<file path="config.mk">
export PLATFORM = sky130hd
export DESIGN_NAME = alu_result_stage
export DESIGN_NICKNAME = d
export VERILOG_FILES = /design/src/rtl/alu_pkg.sv /design/src/rtl/alu_result_fifo.sv /design/src/rtl/alu_result_stage.sv
export SDC_FILE = /design/constraint.sdc
export NUM_CORES = 1
export LEC_CHECK = 0
export BUFFER_PORTS_ARGS = -buffer_cell sky130_fd_sc_hd__buf_2
export CAP_MARGIN = 20
export CORE_ASPECT_RATIO = 1.1
export CORE_MARGIN = 3
export CORE_UTILIZATION = 31
export CTS_CLUSTER_SIZE = 20
export DETAILED_ROUTE_END_ITERATION = 8
export PLACE_DENSITY_LB_ADDON = 0.3
export RECOVER_POWER = 50
export SKIP_CTS_REPAIR_TIMING = 1
export SYNTH_ARGS = -nofsm -noshare
export SYNTH_HDL_FRONTEND = slang
export SYNTH_HIERARCHICAL = 1
export SYNTH_SLANG_ARGS = --single-unit
export TNS_END_PERCENT = 10
</file>
<file path="constraint.sdc">
create_clock -name clk -period 1.9 [get_ports clk]
set_input_delay 0.095 -clock clk [delete_from_list [all_inputs] [get_ports clk]]
set_output_delay 0.095 -clock clk [all_outputs]
set_load 0.01 [all_outputs]
</file>
<file path="src/rtl/alu_pkg.sv">
// Shared definitions for the 4-bit ALU result path.
//   opcode_e      : ALU opcode encoding
//   FLAG_*        : bit positions of {Z,V,N} in 3-bit flag vectors
//   alu_result_t  : one buffered result at the default ALU width
//   is_arith      : true for opcodes whose Error output means overflow
package alu_pkg;

  localparam int ALU_W = 4;

  typedef enum logic [1:0] {
    OP_ADD  = 2'b00,
    OP_SUB  = 2'b01,
    OP_NAND = 2'b10,
    OP_XOR  = 2'b11
  } opcode_e;

  localparam int FLAG_Z = 2;
  localparam int FLAG_V = 1;
  localparam int FLAG_N = 0;

  typedef struct packed {
    logic [ALU_W-1:0] data;
    logic             z;
    logic             v;
    logic             n;
    opcode_e          op;
  } alu_result_t;

  function automatic logic is_arith(opcode_e op);
    return (op == OP_ADD) || (op == OP_SUB);
  endfunction

endpackage

</file>
<file path="src/rtl/alu_result_fifo.sv">
// Two-entry in-order result buffer with a valid/ready handshake on both sides.
//   clk, rst             : clock, asynchronous active-high reset
//   in_valid/in_ready    : producer handshake; in_ready is low only when full
//   in_entry             : entry written on push
//   out_valid/out_ready  : consumer handshake; out_valid is high when not empty
//   out_entry            : head entry, all zeros while empty
// Output is taken from storage only, so a push is first visible one cycle later.
module alu_result_fifo
  import alu_pkg::*;
#(
  parameter type entry_t = alu_result_t
) (
  input  logic   clk,
  input  logic   rst,
  input  logic   in_valid,
  output logic   in_ready,
  input  entry_t in_entry,
  output logic   out_valid,
  input  logic   out_ready,
  output entry_t out_entry
);

  localparam logic [1:0] EMPTY = 2'd0;
  localparam logic [1:0] ONE   = 2'd1;
  localparam logic [1:0] FULL  = 2'd2;

  logic [1:0] state, state_nxt;
  logic       wr_ptr, rd_ptr;
  logic       push, pop;
  entry_t     mem [2];

  assign in_ready  = (state != FULL);
  assign out_valid = (state != EMPTY);
  assign push      = in_valid && in_ready;
  assign pop       = out_valid && out_ready;
  assign out_entry = out_valid ? mem[rd_ptr] : '0;

  always_comb begin
    // NOTE: default first so every path assigns state_nxt and no latch is inferred.
    state_nxt = state;
    unique case (state)
      EMPTY:   if (push) state_nxt = ONE;
      ONE: begin
        if (push && !pop)      state_nxt = FULL;
        else if (pop && !push) state_nxt = EMPTY;
      end
      FULL:    if (pop) state_nxt = ONE;
      default: state_nxt = EMPTY;
    endcase
  end

  // NOTE: non-blocking assignments so every flop samples pre-edge values.
  always_ff @(posedge clk or posedge rst) begin
    if (rst) begin
      state  <= EMPTY;
      wr_ptr <= 1'b0;
      rd_ptr <= 1'b0;
    end else begin
      state <= state_nxt;
      if (push) wr_ptr <= ~wr_ptr;
      if (pop)  rd_ptr <= ~rd_ptr;
    end
  end

  // NOTE: storage is not reset; stale contents are never observable because
  // out_entry is forced to zero whenever the buffer is empty.
  always_ff @(posedge clk) begin
    if (push) mem[wr_ptr] <= in_entry;
  end

endmodule

</file>
<file path="src/rtl/alu_result_stage.sv">
// ALU result stage: buffers results, derives {Z,V,N}, commits flags on writeback.
//   clk, rst              : clock, asynchronous active-high reset
//   in_valid/in_ready     : ALU-side handshake
//   alu_out/alu_err/opcode: result, Error and issuing opcode
//   out_valid/out_ready   : writeback handshake
//   out_data/out_flags    : head entry result and its {Z,V,N} (zero when empty)
//   flag_reg              : architectural {Z,V,N}, updated when an entry is popped
//   ovfl_sticky/clr_sticky: sticky overflow indicator and its clear
//   ovfl_count            : saturating count of committed overflowed results
module alu_result_stage
  import alu_pkg::*;
#(
  parameter int WIDTH = 4,
  parameter int CNT_W = 8
) (
  input  logic             clk,
  input  logic             rst,
  input  logic             in_valid,
  output logic             in_ready,
  input  logic [WIDTH-1:0] alu_out,
  input  logic             alu_err,
  input  logic [1:0]       opcode,
  output logic             out_valid,
  input  logic             out_ready,
  output logic [WIDTH-1:0] out_data,
  output logic [2:0]       out_flags,
  output logic [2:0]       flag_reg,
  output logic             ovfl_sticky,
  input  logic             clr_sticky,
  output logic [CNT_W-1:0] ovfl_count
);

  // Same layout as alu_result_t but following this instance's WIDTH.
  typedef struct packed {
    logic [WIDTH-1:0] data;
    logic             z;
    logic             v;
    logic             n;
    opcode_e          op;
  } entry_t;

  entry_t  in_entry, head;
  opcode_e in_op;
  logic    pop, pop_ovfl;

  assign in_op         = opcode_e'(opcode);
  assign in_entry.data = alu_out;
  assign in_entry.z    = (alu_out == '0);
  assign in_entry.n    = alu_out[WIDTH-1];
  // Error means overflow only for arithmetic; logic ops never set V.
  assign in_entry.v    = alu_err && is_arith(in_op);
  assign in_entry.op   = in_op;

  alu_result_fifo #(.entry_t(entry_t)) u_fifo (
    .clk       (clk),
    .rst       (rst),
    .in_valid  (in_valid),
    .in_ready  (in_ready),
    .in_entry  (in_entry),
    .out_valid (out_valid),
    .out_ready (out_ready),
    .out_entry (head)
  );

  assign out_data  = head.data;
  assign out_flags = {head.z, head.v, head.n};
  assign pop       = out_valid && out_ready;
  assign pop_ovfl  = pop && head.v;

  always_ff @(posedge clk or posedge rst) begin
    if (rst) begin
      flag_reg    <= 3'b000;
      ovfl_sticky <= 1'b0;
      ovfl_count  <= '0;
    end else begin
      if (pop) begin
        if (is_arith(head.op)) flag_reg <= {head.z, head.v, head.n};
        else                   flag_reg[FLAG_Z] <= head.z;
      end
      // A coincident overflow commit takes priority over the clear.
      if (pop_ovfl)        ovfl_sticky <= 1'b1;
      else if (clr_sticky) ovfl_sticky <= 1'b0;
      if (pop_ovfl && (ovfl_count != '1)) ovfl_count <= ovfl_count + CNT_W'(1);
    end
  end

endmodule

</file>
==> results of run 1 <==
[where the power goes]
group	internal [uW]	switching (uW)	total (uW)
logic	403	514	917
clock network	388	236	624
registers	937	157	1090
[final cells by class]
cell class,instances,area (sq um),area share
inverters,6,22.5,0.0127
clock inverters,2,35.0,0.0198
flip-flops and latches,32,881,0.498
multi-input cells,66,519,0.293
well taps,54,67.6,0.0382
repair buffers,35,171,0.0969
clock buffers,6,72.6,0.0410
[stage by stage]
step,std cells,hold slack (ns),util,instance area (sq um)
2_1_floorplan,106,-0.139,-,1440
3_3_place_gp,191,-0.00378,0.379,1660
3_5_place_dp,191,-0.00372,0.379,1660
4_1_cts,199,-0.309,0.404,1770
5_1_grt,201,0.0411,0.404,1770
6_report,201,0.0410,0.404,1770
[final timing paths]
kind | slack [ns] | start | depth (start not counted) | end
min | 0.04 | alu_out[0] | 1 | u_fifo/mem[1][5]$_DFFE_PP_
max in group asynchronous | 1.19 | rst | 3 | flag_reg[0]$_DFFE_PP0P_
min reg2reg | 0.52 | u_fifo/wr_ptr$_DFFE_PP0P_ | 1 | u_fifo/wr_ptr$_DFFE_PP0P_
max reg2reg | 0.21 | u_fifo/state[1]$_DFFE_PP0P_ | 5 | ovfl_count[1]$_DFFE_PP0P_
min in group asynchronous | 0.23 | rst | 3 | u_fifo/wr_ptr$_DFFE_PP0P_
max | 0.21 | u_fifo/state[1]$_DFFE_PP0P_ | 5 | ovfl_count[1]$_DFFE_PP0P_
[per-layer routing]
layer / share of wire / routed length, um / GRT usage / up-vias
met5: 0 / 0 / 0 / -
met4: 0.017 / 48 / 0.0602 / 0
met3: 0.077 / 219 / 0.0440 / 6
met2: 0.49 / 1410 / 0.187 / 35
met1: 0.41 / 1180 / 0.128 / 472
li1: - / - / - / 470
[placed cells by master, fill, tap and decap left out, drive strengths merged, types with 3 or more instances in the layout]
cell type,count
mux2i,10
buf,18
a31oi,4
nor2,11
mux2,4
a21oi,3
edfxtp,16
dfrtp,16
clkbuf,21
inv,6
nand2,4
xnor2,3
nand4,3
nor4,3
[worst register-to-register path, cell delays in order (launching register included)]
cell and delay, ns:
dfrtp_1 0.45, nor2_2 0.37, inv_1 0.19, nand3_1 0.17, a21o_4 0.12, mux2_4 0.29
==> results.json, run 1 <==
{
  "status": "completed",
  "yosys_warnings": 6,
  "cts_tree": "built",
  "fin_tns_setup_ns": 0,
  "drtIter0Drc": 67,
  "cp_max_fo": 9,
  "crit_arrival_ns": 1.86,
  "avgViaCountPerCell": 4.89,
  "total_power_uw": 2640,
  "wl_um": 2860,
  "fill_cells": 427,
  "ant_nets": 0,
  "vias": 983,
  "skew_ns": 0.00326,
  "htreeDepth": 2,
  "area_delta_synth_final_pct": 22.6,
  "postSynthAreaPerCell_sq_um": 13.6,
  "timing.final.max_slew_violations": 0,
  "cp_cell_sequence": "nor2_2 -> inv_1 -> nand3_1 -> a21o_4 -> mux2_4",
  "startpoint_type": "register",
  "drcViolationCount": 0,
  "cts_buffer_depth": 2,
  "die_w_um": 71.0,
  "gp_congestion": 0.772,
  "ir_drop_uv": 647,
  "hold_path_class": "primary input to register",
  "syn_area_sq_um": 1440,
  "path_clk_slew_ns": 0.06,
  "setup_violations": 0,
  "grt_usage": 0.114,
  "fp.coreArea_sq_um": 4380,
  "cts_sinks": 32,
  "netlist_instances": 106,
  "critical_path_class": "register to register",
  "grt_pass1_wl_um": 4770,
  "slowest_delay_ns": 0.45,
  "max_freq_mhz": 590,
  "critPathTopFamily": "simple AND/OR/NAND/NOR gates",
  "p_per_area_nw_per_um2": 1490,
  "final.min_clock_period_ns": 1.69,
  "grt_max_degree": 13,
  "p_leak_uw": 0.000763,
  "drtPass1Iterations": 4,
  "rsz0062_at_grt": "no",
  "crit_path_top_delay_cell": "dfrtp_1",
  "grt_pass1_vias": 1036,
  "antenna_found_initial": 0,
  "insertion_delay_ns": 0.28,
  "worstPathRequired_ns": 2.07,
  "cp-end-kind": "register",
  "die_area_sq_um": 5510,
  "max_cap_viol_count": 0,
  "globalRouteOverflowTotal": 0,
  "largest_reg_flops": 16,
  "io_buffers": 31,
  "drive_gt1_frac": 0.259,
  "num_io_pins": 33,
  "cp_num_buf_inv": 1,
  "avgRoutedWirePerCell_um": 14.2,
  "hold_viol": 0,
  "worst_slew_pin_slew_ns": 0.489,
  "cts_made_buffers": 5,
  "worst_slack_ns": 0.206,
  "cts_root_buf": "clkbuf_8",
  "diodes": 0,
  "slew_headroom": 0.674,
  "syn-num-nets": 120,
  "fin_crit_sh": 0.892,
  "nNetsFinal": 160,
  "fp.dieH_um": 77.5,
  "place_ws_ns": 0.103,
  "fp-row-count": 25,
  "start_util": 0.329
}
(Power assumes the default switching activity.)
==> run 2: changes to the inputs <==
==> constraint.sdc (replaced) <==
create_clock -name clk -period 1.9 [get_ports clk]
set_input_delay 0.095 -clock clk [delete_from_list [all_inputs] [get_ports clk]]
set_output_delay 0.095 -clock clk [all_outputs]
set_load 0.05 [all_outputs]
==> run 2 against run 1 <==
Wire length fell by 3.5%. Count of clock-buffer cells in the layout shrank 1. Flip-flop and latch count stayed put. Clock power up 2%. First-iteration DRC count is 13% lower. Non-clock buffer count unchanged. Cell count is the same. Fmax rose by 5.6%. Register-to-register slack improved by 0.09 ns. Worst hold slack worse by 0.039 ns. Critical path type unchanged. Critical endpoint unchanged. Largest power group is now combinational logic. Highest routed layer unchanged.
==> results.json, run 2 (synthesis gave the netlist of run 1 again) <==
{
  "status": "completed",
  "grt_usage": 0.106,
  "worstPathRequired_ns": 2.07,
  "cts_buffer_depth": 2,
  "largest_reg_flops": 16,
  "p_leak_uw": 0.000763,
  "globalRouteOverflowTotal": 0,
  "die_w_um": 71.0,
  "worst_slack_ns": 0.296,
  "fp.coreArea_sq_um": 4380,
  "skew_ns": 0.00274,
  "path_clk_slew_ns": 0.07,
  "r2r_cells": 4,
  "cts_made_buffers": 5,
  "dpl.hpwl_um": 2090,
  "drive_gt1_frac": 0.272,
  "fin_crit_sh": 0.844,
  "avgViaCountPerCell": 4.85,
  "hold_viol": 0,
  "drtPass1Iterations": 4,
  "vias": 974,
  "final.min_clock_period_ns": 1.60,
  "final_common_cell": "buf_2",
  "grt_use_met1": 0.120,
  "avgRoutedWirePerCell_um": 13.7,
  "final_cell_mix": "17 x buf_2, 16 x dfrtp_1, 16 x edfxtp_1",
  "ir_drop_uv": 951,
  "setup_violations": 0,
  "fin_tns_setup_ns": 0,
  "die_area_sq_um": 5510,
  "grt_pass1_vias": 980,
  "nNetsFinal": 160,
  "area_delta_synth_final_pct": 22.6,
  "drcViolationCount": 0,
  "gp_congestion": 0.763,
  "reg2reg_to": "ovfl_count[1]$_DFFE_PP0P_",
  "cts_sinks": 32,
  "hold_path_class": "primary input to register",
  "cp_max_fo": 6,
  "ff2ff_setup_slack_ns": 0.30,
  "insertion_delay_ns": 0.28,
  "startpoint_type": "register",
  "ff_latch_area_sq_um": 881,
  "drtIter0Drc": 58,
  "cts_tree": "built",
  "fp.dieH_um": 77.5,
  "cp-end-kind": "register",
  "rsz0062_at_grt": "no",
  "grt_pass1_wl_um": 4540,
  "cts_root_buf": "clkbuf_8",
  "ant_nets": 0,
  "max_cap_viol_count": 0,
  "crit_start": "ovfl_count[0]$_DFFE_PP0P_",
  "worst_slew_pin_slew_ns": 0.621,
  "antenna_found_initial": 0,
  "p_per_area_nw_per_um2": 1810,
  "rr_startpoint": "ovfl_count[0]$_DFFE_PP0P_",
  "multi_input_area_sq_um": 517,
  "start_util": 0.329,
  "diodes": 0,
  "htreeDepth": 2,
  "cp-endpoint": "ovfl_count[1]$_DFFE_PP0P_",
  "num_io_pins": 33,
  "grt_max_degree": 13,
  "max_freq_mhz": 624,
  "crit_arrival_ns": 1.77,
  "fill_cells": 439,
  "slew_headroom": 0.588,
  "fp-row-count": 25,
  "grt_use_met3": 0.0440,
  "timing.final.max_slew_violations": 0,
  "place_ws_ns": 0.270,
  "gr-usage-met2": 0.178,
  "io_buffers": 31,
  "critical_path_class": "register to register",
  "gr-max-usage-layer": "met2",
  "wl_um": 2760
}
-- run 2: changes by cell type in the layout (fill, tap and decap cells not counted), sizes merged --
cell,previous run,this run
clkinvlp,0,1
dlygate4sd3,2,1
buf,18,20
clkbuf,21,19
-- run 2: cell type report --
class	instances	area share
multi-input combinational	66	0.292
clock inverter	3	0.0240
clock buffer	5	0.0389
timing repair buffer	35	0.0962
sequential	32	0.498
tap	54	0.0382
inverter	6	0.0127
-- run 2: how the worst min path moves through the flow --
stage                     depth (start not counted)                     endpoint        from  slack [ns]
after floorplan                                   1    u_fifo/rd_ptr$_DFFE_PP0P_         rst       -0.14
after global placement                            2  u_fifo/state[1]$_DFFE_PP0P_         rst       0.001
after detailed placement                          2  u_fifo/state[1]$_DFFE_PP0P_         rst      0.0003
after CTS                                         2  u_fifo/state[0]$_DFFE_PP0P_         rst       -0.31
after global routing                              2      ovfl_sticky$_DFFE_PP0P_  clr_sticky       0.008
final                                             2      ovfl_sticky$_DFFE_PP0P_  clr_sticky       0.002
-- run 2: critical path, stage by stage, from the launching register on --
cell and delay, ns:
dfrtp_1 0.43, ha_1 0.31, and4_4 0.26, a21o_4 0.21, mux2_4 0.29
-- run 2: metrics by stage --
stage,instance area (sq um),cells,power [uW],hold WS (ns),util
global placement,1680,192,2590,0.000989,0.383
finish,1770,201,3200,0.00235,0.404
global route,1770,201,3390,0.00784,0.404
CTS,1790,200,3280,-0.305,0.408
floorplan,1450,106,2250,-0.139,-
detailed placement,1680,192,2630,0.000277,0.383
-- run 2: layer usage --
| layer | vias up | share of wire |
|---|---|---|
| li1 | 468 | - |
| met1 | 469 | 0.41 |
| met2 | 35 | 0.50 |
| met3 | 2 | 0.085 |
| met4 | 0 | 0.0080 |
| met5 | - | 0 |
-- run 2: power by group --
group          leakage [uW]  internal [uW]  total (uW)  switching (uW)
Clock             0.0000541            388         637             250
Sequential         0.000358            937        1090             151
Combinational      0.000351            416        1480            1060
Total              0.000763           1740        3200            1460
